`src/rtl/gcd_job_ctrl.sv`:
```
// gcd_job_ctrl: job sequencer between the Basys3 key/switch inputs and the GCD core.
// A debounced key press snapshots the two 8-bit operands and launches one core job.
// Completion latches the result. Both-zero requests are rejected, and one press
// arriving mid-job is buffered.
// Optional watchdog: define GCD_TIMEOUT_EN to build the WAIT-state timeout counter.
// Without it, err_timeout is tied low and WAIT exits only on core_done or reset.

module gcd_job_ctrl #(
    parameter int TIMEOUT_CYC = 1000000
) (
    input  logic        clk,
    input  logic        rst_n,
    input  logic        key_in,
    input  logic [7:0]  op_a_in,
    input  logic [7:0]  op_b_in,
    output logic        core_start,
    output logic [31:0] core_a,
    output logic [31:0] core_b,
    input  logic        core_done,
    input  logic [31:0] core_result,
    output logic [31:0] result,
    output logic        result_valid,
    output logic        busy,
    output logic        err_zero,
    output logic        err_timeout,
    output logic [7:0]  job_cnt
);

    typedef enum logic [1:0] {
        ST_IDLE   = 2'd0,
        ST_LAUNCH = 2'd1,
        ST_WAIT   = 2'd2
    } state_e;

    state_e      state_q;
    logic        key_q;
    logic        press;
    logic        pend_q;
    logic [7:0]  pend_a_q;
    logic [7:0]  pend_b_q;
    logic [7:0]  req_a;
    logic [7:0]  req_b;
    logic        core_start_q;
    logic [31:0] core_a_q;
    logic [31:0] core_b_q;
    logic [31:0] result_q;
    logic        result_valid_q;
    logic        busy_q;
    logic        err_zero_q;
    logic [7:0]  job_cnt_q;

`ifdef GCD_TIMEOUT_EN
    localparam int CNT_W = (TIMEOUT_CYC > 2) ? $clog2(TIMEOUT_CYC) : 1;
    localparam logic [CNT_W-1:0] WD_LAST = CNT_W'(TIMEOUT_CYC - 1);

    logic [CNT_W-1:0] wd_cnt_q;
    logic             err_timeout_q;
`endif

    // A request is a fresh key edge; a held key never re-triggers.
    assign press = key_in & ~key_q;

    // A buffered request always wins over the live switches.
    assign req_a = pend_q ? pend_a_q : op_a_in;
    assign req_b = pend_q ? pend_b_q : op_b_in;

    // Job sequencer: key edge detect, pending slot, FSM and all registered outputs.
    always_ff @(posedge clk) begin
        if (!rst_n) begin
            state_q        <= ST_IDLE;
            key_q          <= 1'b0;
            pend_q         <= 1'b0;
            pend_a_q       <= 8'd0;
            pend_b_q       <= 8'd0;
            core_start_q   <= 1'b0;
            core_a_q       <= 32'd0;
            core_b_q       <= 32'd0;
            result_q       <= 32'd0;
            result_valid_q <= 1'b0;
            busy_q         <= 1'b0;
            err_zero_q     <= 1'b0;
            job_cnt_q      <= 8'd0;
`ifdef GCD_TIMEOUT_EN
            wd_cnt_q       <= '0;
            err_timeout_q  <= 1'b0;
`endif
        end else begin
            key_q        <= key_in;
            core_start_q <= 1'b0;

            // Presses during a job land in the single pending slot (last one wins).
            if (press && busy_q) begin
                pend_q   <= 1'b1;
                pend_a_q <= op_a_in;
                pend_b_q <= op_b_in;
            end

            unique case (state_q)
                ST_IDLE: begin
                    if (pend_q || press) begin
                        pend_q <= 1'b0;
                        if ((req_a == 8'd0) && (req_b == 8'd0)) begin
                            err_zero_q <= 1'b1;
                        end else begin
                            core_a_q       <= {24'd0, req_a};
                            core_b_q       <= {24'd0, req_b};
                            err_zero_q     <= 1'b0;
                            result_valid_q <= 1'b0;
                            core_start_q   <= 1'b1;
                            busy_q         <= 1'b1;
                            state_q        <= ST_LAUNCH;
`ifdef GCD_TIMEOUT_EN
                            err_timeout_q  <= 1'b0;
`endif
                        end
                    end
                end

                ST_LAUNCH: begin
                    state_q <= ST_WAIT;
`ifdef GCD_TIMEOUT_EN
                    wd_cnt_q <= '0;
`endif
                end

                ST_WAIT: begin
                    if (core_done) begin
                        result_q       <= core_result;
                        result_valid_q <= 1'b1;
                        job_cnt_q      <= job_cnt_q + 8'd1;
                        busy_q         <= 1'b0;
                        state_q        <= ST_IDLE;
                    end
`ifdef GCD_TIMEOUT_EN
                    else if (wd_cnt_q == WD_LAST) begin
                        err_timeout_q <= 1'b1;
                        busy_q        <= 1'b0;
                        state_q       <= ST_IDLE;
                    end else begin
                        wd_cnt_q <= wd_cnt_q + 1'b1;
                    end
`endif
                end

                default: begin
                    busy_q  <= 1'b0;
                    state_q <= ST_IDLE;
                end
            endcase
        end
    end

    assign core_start   = core_start_q;
    assign core_a       = core_a_q;
    assign core_b       = core_b_q;
    assign result       = result_q;
    assign result_valid = result_valid_q;
    assign busy         = busy_q;
    assign err_zero     = err_zero_q;
    assign job_cnt      = job_cnt_q;

`ifdef GCD_TIMEOUT_EN
    assign err_timeout = err_timeout_q;
`else
    assign err_timeout = 1'b0;
`endif

endmodule

```
`config.mk`:
```
export PLATFORM = sky130hd
export DESIGN_NAME = gcd_job_ctrl
export DESIGN_NICKNAME = d
export VERILOG_FILES = /design/src/rtl/gcd_job_ctrl.sv
export SDC_FILE = /design/constraint.sdc
export NUM_CORES = 1
export LEC_CHECK = 0
export BUFFER_PORTS_ARGS = -buffer_cell sky130_fd_sc_hd__clkbuf_2
export CORE_UTILIZATION = 44
export CTS_CLUSTER_DIAMETER = 80
export DETAILED_ROUTE_END_ITERATION = 10
export PLACE_DENSITY = 0.75
export SETUP_SLACK_MARGIN = 0.5
export SYNTH_ARGS = -nofsm -noshare
export SYNTH_HDL_FRONTEND = slang
export SYNTH_SLANG_ARGS = --single-unit
```
`constraint.sdc`:
```
create_clock -name clk -period 1.6 [get_ports clk]
set_clock_uncertainty 0.2 [all_clocks]
set_input_delay 0.32 -clock clk [delete_from_list [all_inputs] [get_ports clk]]
set_output_delay 0.32 -clock clk [all_outputs]
set_load 0.05 [all_outputs]
```
==> flow_metrics.py <==
metrics = {
    "routing": {
        "first_iter_violations": 341,
        "ant_nets": 0,
        "routedWlPerCell_microns": 25.2,
        "viasPerCell": 5.91,
        "first_pass_iters": 5,
        "wirelength_mm": 19.7,
        "num_vias": 4615,
        "drc_errors": 0,
    },
    "min_path": {
        "hold_path_class": "in2reg",
    },
    "worst_setup_path": {
        "worstPathArrival_ns": 1.83,
        "critPathMaxStageDelay_ns": 0.39,
        "cp_top_family": "simple AND/OR/NAND/NOR gates",
        "start_kind": "flip-flop",
        "end_kind": "flip-flop",
        "crit_slowest_cell": "nor4_1",
        "path_max_fanout": 16,
        "critical_path_class": "reg2reg",
        "required_ns": 1.68,
        "crit_chain": "nor4_1 -> mux2_4 -> buf_12 -> o2111ai_2 -> nand3_1",
        "cp_num_buf_inv": 1,
    },
    "die": {
        "io_pins": 161,
        "fp.dieH_microns": 96.0,
        "rows": 33,
        "initial_core_util": 0.463,
        "dieArea_sq_um": 9210,
        "die_x_microns": 96.0,
        "core_area_sq_um": 8380,
    },
    "synthesis": {
        "yosysMostFrequentCell": "nand2_1",
        "synth.yosys.seq_area_share": 0.412,
        "yosys_most_used_dff": "dfxtp_1",
        "syn_area_sq_um": 3880,
        "synth-edff-count": 0,
        "yosys-top-cells-count": "102 x nand2_1, 80 x dfxtp_1, 54 x buf_4",
        "synth_top_area_share": 0.412,
        "synth_top_area_cell": "dfxtp_1",
        "netlist_instances": 452,
        "ys_warn_count": 0,
        "synth_area_leaders": "dfxtp_1 41%, buf_4 10%, nand2_1 9.9%",
        "syn_avg_cell_area_sq_um": 8.59,
        "async_flop_share": 0,
        "synth_cell_type_count": 38,
        "synth-seq-cells": 80,
    },
    "clocking": {
        "cts_made_buffers": 9,
        "cts.reportedPaths.clkPinSlew_ns": 0.11,
        "root_buffer": "clkbuf_8",
        "clk_latency_ns": 0.37,
        "cts_sinks": 80,
        "h-tree-depth": 3,
        "cts_buffer_depth": 2,
        "cts_tree": "done",
    },
    "global_routing": {
        "grt.total_usage": 0.300,
        "overflow": 0,
        "grt_max_degree": 38,
        "antenna_found_initial": 1,
        "grt_pass1_vias": 4138,
        "grt_pass1_wl_mm": 20.6,
    },
    "placement": {
        "placed_cells": 669,
        "place_congestion": 0.815,
        "port_buffers": 111,
        "hpwl_mm": 6.90,
    },
    "timing": {
        "rsz0062_at_grt": "yes",
        "hold_slack_ns": 0.0212,
        "fin_ws_ns": -0.148,
        "min_period_ns": 1.75,
        "final_hold_viol_count": 0,
        "min_period_over_period": 1.09,
        "setup_viol_count_final": 21,
        "drv_slew": 0,
        "fmax_ghz": 0.572,
    },
    "final_layout": {
        "postLayoutCoreUtil": 0.890,
        "finalNonFillerCells": 781,
        "nets": 723,
        "drive_gt1_frac": 0.656,
        "syn_to_final_growth_pct": 92.2,
    },
    "flow_run": {
        "drv_cap": 0,
    },
    "pwr": {
        "p_leak_nw": 3.32,
        "p_per_area_nw_per_um2": 675,
        "vdd_drop_max_uv": 580,
        "p_total_mw": 5.04,
    },
    "outcome": {
        "status": "finished with violations",
        "violations": "negative setup slack",
    },
}
flip-flops by register name (all words and copies together) (netlist names):
signal,cells
pend_b_q,8
job_cnt,8
pend_a_q,8
key_q,1
core_start,1
result_valid,1
core_a,8
core_b,8
result,32
pend_q,1
err_zero,1
state_q,2
busy,1
power by group:
part	total [mW]	internal (mW)	switching, mW
clock	1.45	0.581	0.868
combinational	1.45	0.580	0.873
sequential	2.14	2.04	0.0929
worst reg2reg max path, delay by kind of cell, from the launching register on:
family,cells,cell delay [ns]
and+or+nand+nor,2,0.52
muxes,1,0.28
AOI/OAI and AO/OA,1,0.16
DFF,1,0.35
buffers and inverters,1,0.15
final timing paths:
path	from	endpoint	slack [ns]	depth (start not counted)
worst max-delay path	pend_a_q[6]	core_a[7]	-0.15	5
worst min-delay path	op_a_in[4]	pend_a_q[4]	0.02	3
worst max register to register	pend_a_q[6]	core_a[7]	-0.15	5
worst min register to register	pend_a_q[4]	pend_a_q[4]	0.28	2
cells in the final DEF (no fill, tap or decap), types with 6 or more instances in the layout:
cell and instances:
buf_6 16, mux2_2 16, and2_1 6, conb_1 49
a21boi_1 18, buf_12 12, dfxtp_2 43, buf_4 61
a21boi_2 31, clkbuf_16 25, dfxtp_4 23, nand2_4 48
o2111ai_1 15, nand3_1 49, clkbuf_8 9, nand2_2 35
clkbuf_2 51, nand2_1 18, buf_8 40, dfxtp_1 14
dlygate4sd3_1 33
kinds of logic after synthesis:
| group | after synthesis | share of synthesized area |
|---|---|---|
| xor+xnor | 6 | 0.0135 |
| other cells | 1 | 0.000966 |
| flops | 80 | 0.412 |
| buf+inv | 82 | 0.144 |
| simple gates | 188 | 0.223 |
| compound gates | 76 | 0.151 |
| fa+ha+maj | 1 | 0.00322 |
| mux | 18 | 0.0519 |
per-layer routing:
metal / up-vias / track usage / part of all wire
li1: 1899 / - / -
met1: 2211 / 0.291 / 0.34
met2: 375 / 0.571 / 0.49
met3: 130 / 0.0829 / 0.089
met4: 0 / 0.160 / 0.079
met5: - / 0 / 0
layout make-up:
cell class	instances	area [sq um]
multi-input combinational	338	2640
clock buffer	9	124
fill	320	918
sequential	80	1740
clock inverter	7	55.1
tap	105	131
antenna	1	2.50
timing repair buffer	241	2770
through the flow:
stage	setup TNS (ns)	setup WS [ns]	instance area [sq um]
final	-1.39	-0.148	7460
after global routing	-2.48	-0.200	7460
after CTS	0	0.0649	6540
after detailed placement	-1.39	-0.107	4650
after global placement	-1.46	-0.0883	4650
after floorplan	0	0.138	4290
timing repair:
item | CTS | global route
gates cloned | 8 | 2
buffers inserted | 36 | 16
pin swaps | 31 | 96
hold buffers | 33 | 0
gates resized for setup | 199 | 233
hold endpoints to repair | 33 | 0
endpoints found under the setup margin | 138 | 138
Power figures use the tool's default switching activity.
